[src/rtl/io_pkg.sv]
// +----------------------------------------------------------------------+
// | io_pkg : shared state encoding and default sizing for io_read_ctrl    |
// | Revision: 1.0                                                         |
// +----------------------------------------------------------------------+
`default_nettype none

package io_pkg;

  typedef enum logic [1:0] {
    IDLE  = 2'd0,
    SETUP = 2'd1,
    WAIT  = 2'd2,
    DONE  = 2'd3
  } state_t;

  localparam int DEF_WIDTH   = 8;
  localparam int DEF_NPORTS  = 4;
  localparam int DEF_TIMEOUT = 255;
  localparam int PORT_W      = 3;
  localparam int TIMER_W     = 8;

endpackage

`default_nettype wire

[src/rtl/io_read_ctrl_if.sv]
// +----------------------------------------------------------------------+
// | io_read_ctrl_if : sequencer request / port bus bundle with modports   |
// | Revision: 1.0                                                         |
// +----------------------------------------------------------------------+
`default_nettype none

interface io_read_ctrl_if #(
  parameter int WIDTH  = io_pkg::DEF_WIDTH,
  parameter int NPORTS = io_pkg::DEF_NPORTS
);
  import io_pkg::*;

  logic                rd_req;
  logic [PORT_W-1:0]   rd_port;
  logic [NPORTS-1:0]   ok2send;
  logic [WIDTH-1:0]    bus_q;
  logic [NPORTS-1:0]   oe;
  logic                stall;
  logic [WIDTH-1:0]    rd_data;
  logic                rd_valid;
  logic                rd_err;

  // master: sequencer plus port side; slave: the read controller
  modport master (
    output rd_req, rd_port, ok2send, bus_q,
    input  oe, stall, rd_data, rd_valid, rd_err
  );

  modport slave (
    input  rd_req, rd_port, ok2send, bus_q,
    output oe, stall, rd_data, rd_valid, rd_err
  );

endinterface

`default_nettype wire

[src/rtl/io_read_ctrl_onehot_dec.sv]
// +----------------------------------------------------------------------+
// | onehot_dec : index plus enable to N-bit one-hot (all zero if !en)    |
// | Revision: 1.0                                                         |
// +----------------------------------------------------------------------+
`default_nettype none

module onehot_dec #(
  parameter int N     = io_pkg::DEF_NPORTS,
  parameter int IDX_W = io_pkg::PORT_W
) (
  input  logic [IDX_W-1:0] idx,
  input  logic             en,
  output logic [N-1:0]     onehot
);
  import io_pkg::*;

  for (genvar i = 0; i < N; i++) begin : g_bit
    assign onehot[i] = en && (idx == IDX_W'(i));
  end

endmodule

`default_nettype wire

[src/rtl/io_read_ctrl.sv]
// +----------------------------------------------------------------------+
// | io_read_ctrl : reads one word from a selected port on a shared bus,   |
// | with per-read timeout and bad-port rejection.  Revision: 1.0          |
// +----------------------------------------------------------------------+
`default_nettype none

module io_read_ctrl #(
  parameter int WIDTH   = io_pkg::DEF_WIDTH,
  parameter int NPORTS  = io_pkg::DEF_NPORTS,
  parameter int TIMEOUT = io_pkg::DEF_TIMEOUT
) (
  input  logic           clk,
  input  logic           reset,
  io_read_ctrl_if.slave  bus
);
  import io_pkg::*;

  state_t               state, state_next;
  logic [PORT_W-1:0]    port_sel, port_sel_next;
  logic [TIMER_W-1:0]   timer, timer_next;
  logic [WIDTH-1:0]     data_reg, data_next;
  logic                 err, err_next;

  logic                 busy;
  logic                 port_ok;
  logic                 sel_ready;
  logic [NPORTS-1:0]    oe_vec;

  assign busy    = (state == SETUP) || (state == WAIT);
  assign port_ok = int'(bus.rd_port) < NPORTS;

  onehot_dec #(
    .N     (NPORTS),
    .IDX_W (PORT_W)
  ) u_oe_dec (
    .idx    (port_sel),
    .en     (busy),
    .onehot (oe_vec)
  );

  // oe is one-hot on port_sel during WAIT, so it doubles as the ready mask
  assign sel_ready = |(bus.ok2send & oe_vec);

  always_ff @(posedge clk) begin
    if (reset) begin
      state    <= IDLE;
      port_sel <= '0;
      timer    <= '0;
      data_reg <= '0;
      err      <= 1'b0;
    end else begin
      state    <= state_next;
      port_sel <= port_sel_next;
      timer    <= timer_next;
      data_reg <= data_next;
      err      <= err_next;
    end
  end

  always_comb begin
    state_next    = state;
    port_sel_next = port_sel;
    timer_next    = timer;
    data_next     = data_reg;
    err_next      = err;
    unique case (state)
      IDLE: begin
        if (bus.rd_req) begin
          if (port_ok) begin
            port_sel_next = bus.rd_port;
            timer_next    = '0;
            state_next    = SETUP;
          end else begin
            data_next  = '0;
            err_next   = 1'b1;
            state_next = DONE;
          end
        end
      end
      SETUP: state_next = WAIT;
      WAIT: begin
        // ready is checked before expiry so a late ready still succeeds
        if (sel_ready) begin
          data_next  = bus.bus_q;
          err_next   = 1'b0;
          state_next = DONE;
        end else if (timer == TIMER_W'(TIMEOUT - 1)) begin
          data_next  = '0;
          err_next   = 1'b1;
          state_next = DONE;
        end else begin
          timer_next = timer + 1'b1;
        end
      end
      DONE:    state_next = IDLE;
      default: state_next = IDLE;
    endcase
  end

  assign bus.oe       = oe_vec;
  assign bus.stall    = busy;
  assign bus.rd_data  = data_reg;
  assign bus.rd_valid = (state == DONE);
  assign bus.rd_err   = err && (state == DONE);

endmodule

`default_nettype wire

[src/flat_wrapper.sv]
// flat-port wrapper written by rule: the top's interface ports become plain ports
module io_read_ctrl_flat import io_pkg::*;
#(
  parameter int WIDTH   = io_pkg::DEF_WIDTH,
  parameter int NPORTS  = io_pkg::DEF_NPORTS,
  parameter int TIMEOUT = io_pkg::DEF_TIMEOUT
)
  (clk, reset, bus_rd_req, bus_rd_port, bus_ok2send, bus_bus_q, bus_oe, bus_stall, bus_rd_data, bus_rd_valid, bus_rd_err);
  io_read_ctrl_if #(.WIDTH(WIDTH), .NPORTS(NPORTS)) bus_i ();
  input  logic clk;
  input  logic reset;
  input wire logic [$bits(bus_i.rd_req)-1:0] bus_rd_req;
  input wire logic [$bits(bus_i.rd_port)-1:0] bus_rd_port;
  input wire logic [$bits(bus_i.ok2send)-1:0] bus_ok2send;
  input wire logic [$bits(bus_i.bus_q)-1:0] bus_bus_q;
  output wire logic [$bits(bus_i.oe)-1:0] bus_oe;
  output wire logic [$bits(bus_i.stall)-1:0] bus_stall;
  output wire logic [$bits(bus_i.rd_data)-1:0] bus_rd_data;
  output wire logic [$bits(bus_i.rd_valid)-1:0] bus_rd_valid;
  output wire logic [$bits(bus_i.rd_err)-1:0] bus_rd_err;
  assign bus_i.rd_req = bus_rd_req;
  assign bus_i.rd_port = bus_rd_port;
  assign bus_i.ok2send = bus_ok2send;
  assign bus_i.bus_q = bus_bus_q;
  assign bus_oe = bus_i.oe;
  assign bus_stall = bus_i.stall;
  assign bus_rd_data = bus_i.rd_data;
  assign bus_rd_valid = bus_i.rd_valid;
  assign bus_rd_err = bus_i.rd_err;
  io_read_ctrl #(.WIDTH(WIDTH), .NPORTS(NPORTS), .TIMEOUT(TIMEOUT)) u_core (.clk(clk), .reset(reset), .bus(bus_i));
endmodule
[config.mk]
export PLATFORM = sky130hd
export DESIGN_NAME = io_read_ctrl_flat
export DESIGN_NICKNAME = d
export VERILOG_FILES = /design/src/rtl/io_pkg.sv /design/src/rtl/io_read_ctrl_if.sv /design/src/rtl/io_read_ctrl_onehot_dec.sv /design/src/rtl/io_read_ctrl.sv /design/src/flat_wrapper.sv
export SDC_FILE = /design/constraint.sdc
export NUM_CORES = 1
export LEC_CHECK = 0
export CAP_MARGIN = 20
export CELL_PAD_IN_SITES_DETAIL_PLACEMENT = 2
export CELL_PAD_IN_SITES_GLOBAL_PLACEMENT = 2
export CORE_ASPECT_RATIO = 0.5
export CORE_UTILIZATION = 40
export CTS_BUF_LIST = sky130_fd_sc_hd__clkbuf_8
export DETAILED_ROUTE_END_ITERATION = 7
export DONT_BUFFER_PORTS = 1
export GPL_ROUTABILITY_DRIVEN = 0
export PLACE_DENSITY = 0.92
export REMOVE_ABC_BUFFERS = 1
export SYNTH_ARGS = -nofsm -noshare
export SYNTH_HDL_FRONTEND = slang
export SYNTH_SLANG_ARGS = --single-unit
[constraint.sdc]
create_clock -name clk -period 3.35 [get_ports clk]
set_input_delay 0 -clock clk [delete_from_list [all_inputs] [get_ports clk]]
set_output_delay 0 -clock clk [all_outputs]
set_load 0.01 [all_outputs]
==> metrics.md, run 1 <==
| Metric | Value |
|---|---|
| Outcome | `complete, no violations` |
| Synthesized flop and latch total | `22` |
| Post-CTS setup buffer count | `0` |
| CTS tree | `built` |
| Post-synthesis xor/xnor area fraction | `0%` |
| Setup violators final | `0` |
| Number of max-cap violations | `0` |
| Area share of fa/ha/maj cells after synthesis | `under 10%` |
| Slew Limit Fails | `0` |
| CP Launch Point | `u_core.state[0]` |
| R2R setup slack | `0.74 ns` |
| Final WL | `between 5000 and 6000 um` |
| CTS Buf Count | `3` |
| First-pass GRT wire length | `9004 um` |
| GRT Resource Usage Total | `about 37%` |
| Main combinational cell family by area after synthesis | `simple AND/OR/NAND/NOR gates` |
| Placed insts | `185` |
| Syn avg cell area | `8.309 um^2` |
| ANT nets after route | `0` |
| Reg2Reg Depth | `6` |
| Layout Skew | `~0.0040 ns` |
| Power Dens Cells | `657.6 nW/um^2` |
| Hold_ws | `approximately 0.0063 ns` |
| IO Port Bufs | `0` |
| Final setup TNS | `0 ns` |
| Antenna cell count | `0` |
| Nets | `180` |
| Largest net degree at the start of global routing | `21` |
| CTS Root Cell | `clkbuf_8` |
| Dpl cell area | `between 1000 and 1500 um^2` |
| Clock Tree Buf Depth | `2` |
| Fin crit share | `78.05%` |
| Routed wire per std cell | `28.66 um` |
| CTS Sinks | `22` |
| Initial Util | `42.19%` |
| Relative slew slack | `41.69%` |
| Die ar. | `3421 um^2` |
| Hold Path Stages | `2` |
| P_leak | `roughly 0.48 nW` |
| Compound-Gate Fraction of Synth Area | `about a quarter` |
| Vias per cell | `7.173` |
| Post-Synth Simple-Gate Area | `24.90%` |
| Fin worst setup slack | `0.7352 ns` |
| CP arrival | `2.80 ns` |
| CP startpoint kind | `flop` |
| DIE WIDTH | `81.73 um` |
| Post-DP HPWL | `2938 um` |
| IO Pins | `33` |
| Syn Std Cell Area | `1271 um^2` |
| RSZ-0062 raised after global routing | `false` |
| Via Count | `1406` |
| Max rail drop VDD | `395.9 uV` |
| Worst hold endpoint | `u_core.bus.rd_data[2]` |
| Final min period | `2.615 ns` |
| Total Power | `933.9 uW` |
| Distinct cells, synth | `45` |
| YS warnings | `0` |
| Ratio of cells with drive above 1 in the final layout | `around 5%` |
| Reg clk slew, reported paths | `roughly 0.09 ns` |
| Non-Filler Instances | `196` |
| Post-synthesis mux area share | `5.118%` |
| Setup CP Type | `flop to flop` |
| DR iter-0 viols | `138` |
| Worst hold path startpoint | `bus_bus_q[2]` |
| R2r startpoint | `u_core.state[0]` |
| Drt drc | `0` |
| Setup slack at placement | `0.9224 ns` |
| Register area share after synthesis | `34.65%` |
| Syn Inst Count | `153` |
| Critical Path End Type | `flop` |
| Core Area | `roughly 3000 um^2` |
| Asr flop ratio synth | `0%` |
| Fin util | `between 40 and 50%` |
| Hold WC Path Type | `input port to flop` |
| Clock Latency Late Sink | `0.29 ns` |
| Synthesis-to-finish area growth | `11.71%` |
| Post-route cell area | `1420 um^2` |
| Most frequently used flop master after synthesis | `dfxtp_1` |
| First-pass iteration count of the detailed router | `4` |
| Vias in the first global route | `1481` |
| Final hold viol count | `0` |
| Row count | `14` |
| Initial antenna violation count | `0` |
| Max FO, Critical Path | `17` |
| Total global routing overflow | `0` |
| Die H | `roughly 42 um` |
| Required time of the critical path | `3.54 ns` |
| Post-synth EDFFs | `0` |
| Worst R2R End | `u_core.bus.rd_data[5]` |
| FMAX | `between 0.3 and 0.4 GHz` |
| H-tree depth | `1` |
| Worst slew pin tran | `slightly below 0.9 ns` |
[cells by family (layout without fill, tap and decap cells)]
| family | after synthesis | after routing |
|---|---|---|
| AO/OA/AOI/OAI | 45 | 45 |
| flip-flops | 22 | 22 |
| AND/OR/NAND/NOR | 60 | 60 |
| adder cells (fa/ha/maj) | 5 | 5 |
| multiplexers | 6 | 6 |
| buffers and inverters | 15 | 18 |
[worst max path at each step]
stage	slack, ns	end
5_1_grt	0.68	u_core.bus.rd_data[5]
3_5_place_dp	0.92	u_core.bus.rd_data[5]
6_report	0.74	u_core.bus.rd_data[5]
2_1_floorplan	1.22	u_core.state[1]
4_1_cts	0.85	u_core.bus.rd_data[0]
3_3_place_gp	1.05	u_core.state[1]
[placed cells by master, fill, tap and decap left out, types with 2 or more instances in the layout]
cell type	n
dfxtp_1	22
a21oi_1	15
nand3_1	15
nor2_1	14
nand2_1	8
a32oi_1	8
dlygate4sd3_1	7
inv_1	6
a31oi_1	6
mux2i_1	5
ha_1	5
nand2b_1	3
o211ai_1	3
clkbuf_8	3
nor2b_1	2
nand4_1	2
and3_1	2
or3_1	2
nor3_1	2
a41oi_1	2
[where the power goes]
part / leakage (nW) / internal [mW] / total [mW] / switching [mW]
registers: 0.178 / 0.284 / 0.311 / 0.0270
clock network: 0.0357 / 0.160 / 0.270 / 0.109
logic: 0.269 / 0.106 / 0.353 / 0.247
[cells in the mapped netlist (2+ instances only)]
master,number,area [um^2]
dfxtp_1,22,440.4
nand3_1,15,75.07
a41oi_1,2,17.52
a21oi_1,15,75.07
nand4_1,2,12.51
nor2b_1,2,12.51
nor2_1,14,52.55
a31oi_1,6,37.54
inv_1,6,22.52
mux2i_1,5,50.05
nand2b_1,3,18.77
clkbuf_1,4,15.01
ha_1,5,62.56
and3_1,2,12.51
nor3_1,2,10.01
nand2_1,8,30.03
o211ai_1,3,22.52
a32oi_1,8,70.07
buf_4,2,15.01
or3_1,2,12.51
[metal layers]
metal  track usage, %  vias up  part of all wire [%]
met3            9.231       26                   8.6
met2            56.69       97                    47
met4            20.00        0                   4.8
li1                 -      583                     -
met1            48.51      700                    40
met5                0        -                     0
[what timing repair did]
action                                  CTS  global route
hold buffers                              6             1
endpoints found under the setup margin    0             0
hold endpoints to repair                 20             1
gates resized for setup                   0             0
[registers in the layout (all words and copies together) (netlist names)]
signal              flops
u_core.bus.rd_data      8
u_core.timer            8
u_core.port_sel         3
u_core.state            2
u_core.err              1
[worst max-delay path, stage by stage, from the launching register on]
cell and delay (ns):
dfxtp_1 0.38, inv_1 0.11, ha_1 0.43, or3b_4 0.45
o22ai_2 0.59, a32oi_1 0.27, a21oi_1 0.28
[final cells by class]
cell class                 count  area (um^2)
sequential                    22        440.4
multi-input combinational    116        758.2
clock buffer                   3        41.29
fill                         324         1593
tap                           40        50.05
timing repair buffer           8        77.57
inverter                       6        22.52
clock inverter                 1        30.03
(Power assumes the default switching activity.)
==> run 2: changes to the inputs <==
--- a/config.mk
+++ b/config.mk
@@ -5,16 +5,17 @@
 export SDC_FILE = /design/constraint.sdc
 export NUM_CORES = 1
 export LEC_CHECK = 0
+export ABC_AREA = 1
 export CAP_MARGIN = 20
 export CELL_PAD_IN_SITES_DETAIL_PLACEMENT = 2
 export CELL_PAD_IN_SITES_GLOBAL_PLACEMENT = 2
 export CORE_ASPECT_RATIO = 0.5
-export CORE_UTILIZATION = 40
+export CORE_UTILIZATION = 31
 export CTS_BUF_LIST = sky130_fd_sc_hd__clkbuf_8
 export DETAILED_ROUTE_END_ITERATION = 7
 export DONT_BUFFER_PORTS = 1
 export GPL_ROUTABILITY_DRIVEN = 0
-export PLACE_DENSITY = 0.92
+export PLACE_DENSITY = 0.83
 export REMOVE_ABC_BUFFERS = 1
 export SYNTH_ARGS = -nofsm -noshare
 export SYNTH_HDL_FRONTEND = slang
==> constraint.sdc (replaced) <==
create_clock -name clk -period 2.3 [get_ports clk]
set_input_delay 0 -clock clk [delete_from_list [all_inputs] [get_ports clk]]
set_output_delay 0 -clock clk [all_outputs]
set_load 0.01 [all_outputs]
==> metrics.md, run 2 <==
| Metric | Value |
|---|---|
| Reg clk slew, reported paths | `0.09 ns (about the same)` |
| Most frequent cells in the layout | `43 x nor2_1, 41 x nand2_1, 29 x inv_1` |
| Setup violators final | `0 (unchanged)` |
| Most instantiated cells after synthesis | `43 x nor2_1, 42 x nand2_1, 29 x inv_1, 22 x dfxtp_1, 13 x nand3_1` |
| Total Power | `2.138 mW (+130%)` |
| Initial antenna violation count | `0 (unchanged)` |
| Synth area leaders | `dfxtp_1 32%, nor2_1 12%, nand2_1 11%, inv_1 7.9%, nand3_1 4.7%` |
| CTS Sinks | `22 (unchanged)` |
| IO Pins | `33 (unchanged)` |
| Relative slew slack | `54.28% (+13 points)` |
| Most frequently used flop master after synthesis | `dfxtp_1` |
| FMAX | `0.4573 GHz (+20%)` |
| CTS tree | `built` |
| Nets | `251 (+39%)` |
| H-tree depth | `1 (unchanged)` |
| Die ar. | `4743 um^2 (+39%)` |
| Placed insts | `263 (+42%)` |
| Hold_ws | `0.09593 ns (+0.08967 ns)` |
| CTS Root Cell | `clkbuf_8` |
| Yosys top cell by area | `dfxtp_1` |
| Core Area | `4084 um^2 (+36%)` |
| Post-synth EDFFs | `0 (unchanged)` |
| Layout Skew | `0.003618 ns (-0.0003948 ns)` |
| Antenna cell count | `0 (unchanged)` |
| DR iter-0 viols | `40 (-71%)` |
| Power Dens Cells | `1299 nW/um^2 (+98%)` |
| Fin util | `40.29% (-6.8 points)` |
| Clock Tree Buf Depth | `2 (unchanged)` |
| Fin crit share | `95.07% (+17 points)` |
| Hold WC Path Type | `input port to flop` |
| Ratio of cells with drive above 1 in the final layout | `15.86% (+11 points)` |
| Max FO, Critical Path | `5 (-12)` |
| Synthesis-to-finish area growth | `19.11%` |
| CP arrival | `2.36 ns (-0.44 ns)` |
| Row count | `16 (+2)` |
| ANT nets after route | `0 (unchanged)` |
| Distinct cells, synth | `29 (-36%)` |
| CTS Buf Count | `3 (unchanged)` |
| YS warnings | `0 (unchanged)` |
| Asr flop ratio synth | `0% (unchanged)` |
| Initial Util | `33.82% (-8.4 points)` |
| Final min period | `2.187 ns (-0.4282 ns)` |
| Setup slack at placement | `0.1813 ns (-0.7411 ns)` |
| First-pass iteration count of the detailed router | `4 (unchanged)` |
| Die H | `49.20 um (+18%)` |
| Worst slew pin tran | `0.6850 ns (-0.1896 ns)` |
| DIE WIDTH | `96.40 um (+18%)` |
| Vias per cell | `4.940 (-31%)` |
| Vias in the first global route | `1520 (+2.6%)` |
| IO Port Bufs | `0 (unchanged)` |
| Non-Filler Instances | `281 (+43%)` |
| Outcome | `complete, no violations` |
| First-pass GRT wire length | `7389 um (-18%)` |
| Yosys top cell area share | `31.88% (-2.8 points)` |
| Drt drc | `0 (unchanged)` |
| P_leak | `0.7836 nW (+62%)` |
| Final hold viol count | `0 (unchanged)` |
| Synthesized flop and latch total | `22 (unchanged)` |
| Syn Std Cell Area | `1381 um^2 (+8.7%)` |
| Largest net degree at the start of global routing | `19 (-9.5%)` |
| # fillers | `496 (+53%)` |
| Most common cell after layout, fill and taps aside | `nor2_1` |
| Syn avg cell area | `6.547 um^2 (-21%)` |
| Final setup TNS | `0 ns (unchanged)` |
| Required time of the critical path | `2.47 ns (-1.07 ns)` |
| Via Count | `1388 (-1.3%)` |
| Slew Limit Fails | `0 (unchanged)` |
| Syn Inst Count | `211 (+38%)` |
| GRT Resource Usage Total | `21.14% (-16 points)` |
| Post-route cell area | `1645 um^2 (+16%)` |
| Total global routing overflow | `0 (unchanged)` |
| Final WL | `4770 um (-15%)` |
| Fin worst setup slack | `0.1134 ns (-0.6218 ns)` |
| Register area share after synthesis | `31.88% (-2.8 points)` |
| Clock Latency Late Sink | `0.28 ns (about the same)` |
| Max rail drop VDD | `349.8 uV (-12%)` |
| Post-DP HPWL | `2998 um (+2.0%)` |
| CP startpoint kind | `flop` |
| Routed wire per std cell | `16.98 um (-41%)` |
| Critical Path End Type | `flop` |
| Dpl cell area | `1421 um^2 (+11%)` |
| Setup CP Type | `flop to flop` |
| Top-count cell post-synth | `nor2_1` |
| Number of max-cap violations | `0 (unchanged)` |
run 2: cell count changes after synthesis, sizes merged, moves of 5 or more:
cell	change
nand2	+41
nor2	+40
inv	+28
a32oi	-8
a21oi	-6
a31oi	-6
mux2i	-5
o21ai	+5
run 2: path summary, 6_finish.rpt:
check | start | to | slack, ns | depth (start not counted)
max | u_core.state[0] | u_core.timer[3] | 0.11 | 11
min | bus_rd_req | u_core.state[1] | 0.1 | 4
max reg2reg | u_core.state[0] | u_core.timer[3] | 0.11 | 11
min reg2reg | u_core.state[0] | u_core.state[0] | 0.50 | 2
run 2: power breakdown:
part | switching, mW | total, mW | internal, mW
logic | 0.743 | 1.12 | 0.382
clock network | 0.151 | 0.384 | 0.233
registers | 0.129 | 0.629 | 0.501
total | 1.02 | 2.14 | 1.12
run 2: kinds of logic after synthesis:
family	synth area share [%]
AND/OR/NAND/NOR	44.02
XOR/XNOR	1.268
adder cells (fa/ha/maj)	4.529
buffers and inverters	11.78
AO/OA/AOI/OAI	6.522
flip-flops	31.88
run 2: metal layers:
layer	wire, um	part of all wire (%)	up-vias	track usage [%]
met3	230	4.8	10	5.607
li1	-	-	676	-
met5	0	0	-	0
met4	112	2.3	0	6.863
met1	2143	45	665	23.52
met2	2283	48	37	38.89
run 2: layout make-up:
cell class	count	area (um^2)	share of cell area (%)
Clock buffer	3	41.29	2.510
Clock inverter	1	30.03	1.825
Inverter	34	127.6	7.757
Multi-Input combinational cell	152	780.7	47.45
Sequential cell	22	440.4	26.77
Tap cell	54	67.56	4.106
Timing Repair Buffer	15	157.7	9.582
run 2: repair_timing:
action,CTS,global route
gates resized for setup,0,1
hold buffers,12,1
setup endpoints to repair,0,4
setup buffers,0,1
hold endpoints to repair,15,1
run 2: worst max-delay path: stages (launching register included):
cell	delay (ns)
dfxtp_1	0.34
inv_1	0.09
ha_1	0.24
inv_1	0.09
nor2_1	0.24
nand2_2	0.15
o21ai_1	0.19
nand2_1	0.16
nor2_1	0.31
nand2_1	0.11
nand2_1	0.10
nor2_1	0.06
==> run 3: changes to the inputs <==
--- a/config.mk
+++ b/config.mk
@@ -6,16 +6,16 @@
 export NUM_CORES = 1
 export LEC_CHECK = 0
 export ABC_AREA = 1
+export BUFFER_PORTS_ARGS = -buffer_cell sky130_fd_sc_hd__buf_4
 export CAP_MARGIN = 20
 export CELL_PAD_IN_SITES_DETAIL_PLACEMENT = 2
 export CELL_PAD_IN_SITES_GLOBAL_PLACEMENT = 2
 export CORE_ASPECT_RATIO = 0.5
-export CORE_UTILIZATION = 31
+export CORE_UTILIZATION = 29
 export CTS_BUF_LIST = sky130_fd_sc_hd__clkbuf_8
 export DETAILED_ROUTE_END_ITERATION = 7
-export DONT_BUFFER_PORTS = 1
 export GPL_ROUTABILITY_DRIVEN = 0
-export PLACE_DENSITY = 0.83
+export PLACE_DENSITY = 0.87
 export REMOVE_ABC_BUFFERS = 1
 export SYNTH_ARGS = -nofsm -noshare
 export SYNTH_HDL_FRONTEND = slang
==> constraint.sdc (replaced) <==
create_clock -name clk -period 2.03 [get_ports clk]
set_input_delay 0 -clock clk [delete_from_list [all_inputs] [get_ports clk]]
set_output_delay 0 -clock clk [all_outputs]
set_load 0.01 [all_outputs]
==> metrics.md, run 3 (synthesis results as in run 2) <==
| Metric | Value |
|---|---|
| Setup CP Type | `flop to flop` |
| H-tree depth | `1 (unchanged)` |
| Via Count | `1472 (+6.1%)` |
| Net Sw Frac | `49.01% (+1.2 points)` |
| Clock Tree Buf Depth | `2 (unchanged)` |
| Power Dens Cells | `1413 nW/um^2 (+8.8%)` |
| Synthesis-to-finish area growth | `32.16%` |
| CTS Root Cell | `clkbuf_8` |
| IO Port Bufs | `32 (+32)` |
| CP startpoint kind | `flop` |
| P_sw | `1.264 mW (+24%)` |
| Max FO, Critical Path | `8 (+3)` |
| Bufs and invs on worst path | `3 (+1)` |
| Total Power | `2.580 mW (+21%)` |
| Number of max-cap violations | `0 (unchanged)` |
| Vias in the first global route | `1528 (+0.53%)` |
| Final hold viol count | `0 (unchanged)` |
| Post-route cell area | `1826 um^2 (+11%)` |
| IO Pins | `33 (unchanged)` |
| Final setup TNS | `0 ns (unchanged)` |
| CP peak stage delay | `0.34 ns (about the same)` |
| Critical Path End Type | `flop` |
| Row count | `17 (+1)` |
| ANT nets after route | `0 (unchanged)` |
| Initial Util | `30.78% (-3.0 points)` |
| Worst path slowest cell | `dfxtp_2` |
| Largest net degree at the start of global routing | `18 (-1)` |
| Fin crit share | `94.70% (-0.37 points)` |
| # fillers | `548 (+10%)` |
| Most common cell after layout, fill and taps aside | `nand2_1` |
| Initial antenna violation count | `0 (unchanged)` |
| Clk pwr share | `11.3% (-6.6 points)` |
| Multi-input logic area | `855.8 um^2 (+9.6%)` |
| Final WL | `4687 um (-1.7%)` |
| CTS Sinks | `22 (unchanged)` |
| First-pass GRT wire length | `7348 um (-0.55%)` |
| Clock Latency Late Sink | `0.27 ns (about the same)` |
| P_leak | `0.8920 nW (+14%)` |
| Setup violators final | `0 (unchanged)` |
| Vias per cell | `4.658 (-5.7%)` |
| Worst slew pin tran | `0.6326 ns (-0.05241 ns)` |
| Slew Limit Fails | `0 (unchanged)` |
| GRT Resource Usage Total | `19.12% (-2.0 points)` |
| Reg power frac | `26.5% (-2.9 points)` |
| Max rail drop VDD | `417.2 uV (+19%)` |
| Most frequent cells in the layout | `41 x nand2_1, 40 x nor2_1, 34 x buf_4` |
| Comb power frac | `62.2% (+9.6 points)` |
| Dpl cell area | `1677 um^2 (+18%)` |
| CP arrival | `2.09 ns (-0.27 ns)` |
| Drt drc | `0 (unchanged)` |
| Die ar. | `5060 um^2 (+6.7%)` |
| Antenna cell count | `0 (unchanged)` |
| Ratio of cells with drive above 1 in the final layout | `30.80% (+15 points)` |
| Nets | `275 (+9.6%)` |
| CTS Buf Count | `3 (unchanged)` |
| DIE WIDTH | `99.61 um (+3.3%)` |
| Post-DP HPWL | `3275 um (+9.3%)` |
| Internal | `1.315 mW (+18%)` |
| Reg clk slew, reported paths | `0.09 ns (about the same)` |
| CTS tree | `built` |
| Routed wire per std cell | `14.83 um (-13%)` |
| FMAX | `0.5202 GHz (+14%)` |
| First-pass iteration count of the detailed router | `4 (unchanged)` |
| Crit path cell chain | `inv_1 -> ha_2 -> inv_2 -> o21ai_1 -> nand2_1 -> inv_2 -> nand2_2 -> o21ai_1 -> nor2_1` |
| DR iter-0 viols | `45 (+13%)` |
| Total global routing overflow | `0 (unchanged)` |
| Worst path top cell family by delay | `buffers and inverters` |
| Core Area | `4488 um^2 (+9.9%)` |
| RSZ-0062 raised after global routing | `false` |
| Sequential cell area | `442.9 um^2 (+0.57%)` |
| Relative slew slack | `57.78% (+3.5 points)` |
| Die H | `50.80 um (+3.3%)` |
| Final min period | `1.922 ns (-0.2642 ns)` |
| Hold WC Path Type | `input port to flop` |
| Required time of the critical path | `2.20 ns (-0.27 ns)` |
| Outcome | `complete, no violations` |
| Layout Skew | `0.004199 ns (+0.0005808 ns)` |
## run 3: timing repair
action	4_1_cts	5_1_grt
resized for setup	1	11
hold buffers	2	0
endpoints found under the hold margin	6	0
buffers inserted	0	1
cloned	1	2
setup endpoints to repair	3	19
## run 3: cell type report
cell class              instances  area share [%]
inverters                      34           6.991
well taps                      66           4.524
multi-input cells             155           46.88
flip-flops and latches         22           24.26
repair buffers                 36           15.08
clock buffers                   3           2.262
## run 3: stage by stage
| stage | worst slack, ns | util, % | hold WS, ns | std cells |
|---|---|---|---|---|
| after CTS | 0.006219 | 39.11 | 0.01016 | 313 |
| after global routing | 0.0006117 | 40.67 | 0.06097 | 316 |
| after detailed placement | 0.008599 | 37.36 | 0.2299 | 307 |
| after floorplan | 0.1303 | - | 0.06907 | 208 |
| final | 0.1075 | 40.67 | 0.008666 | 316 |
| after global placement | 0.1422 | 37.36 | 0.2233 | 307 |
## run 3: power by group through the flow
stage | Sequential, mW | Combinational [mW] | Clock, mW
6_report | 0.684 | 1.60 | 0.291
5_1_grt | 0.707 | 1.78 | 0.321
4_1_cts | 0.680 | 1.42 | 0.304
3_5_place_dp | 0.689 | 1.35 | 0
3_3_place_gp | 0.675 | 1.27 | 0
2_1_floorplan | 0.689 | 0.886 | 0
## run 3: final timing paths
kind | startpoint | endpoint | slack [ns] | cells after the start
hold reg to reg | u_core.state[0] | u_core.state[0] | 0.51 | 2
setup / recovery | u_core.state[0] | u_core.timer[1] | 0.11 | 9
hold / removal | bus_rd_port[0] | u_core.port_sel[0] | 0.009 | 3
setup reg to reg | u_core.state[0] | u_core.timer[1] | 0.11 | 9
## run 3: worst reg2reg max path, cell delays in order (launching register included)
cell     delay [ns]
dfxtp_2        0.34
inv_1          0.13
ha_2           0.33
inv_2          0.15
o21ai_1        0.23
nand2_1        0.14
inv_2          0.13
nand2_2        0.16
o21ai_1        0.16
nor2_1         0.05
## run 3: per-layer routing
metal	global-route usage [%]	share of wire, %
met4	3.431	0.41
met3	4.039	2.5
met1	24.73	48
met5	0	0
met2	33.33	49
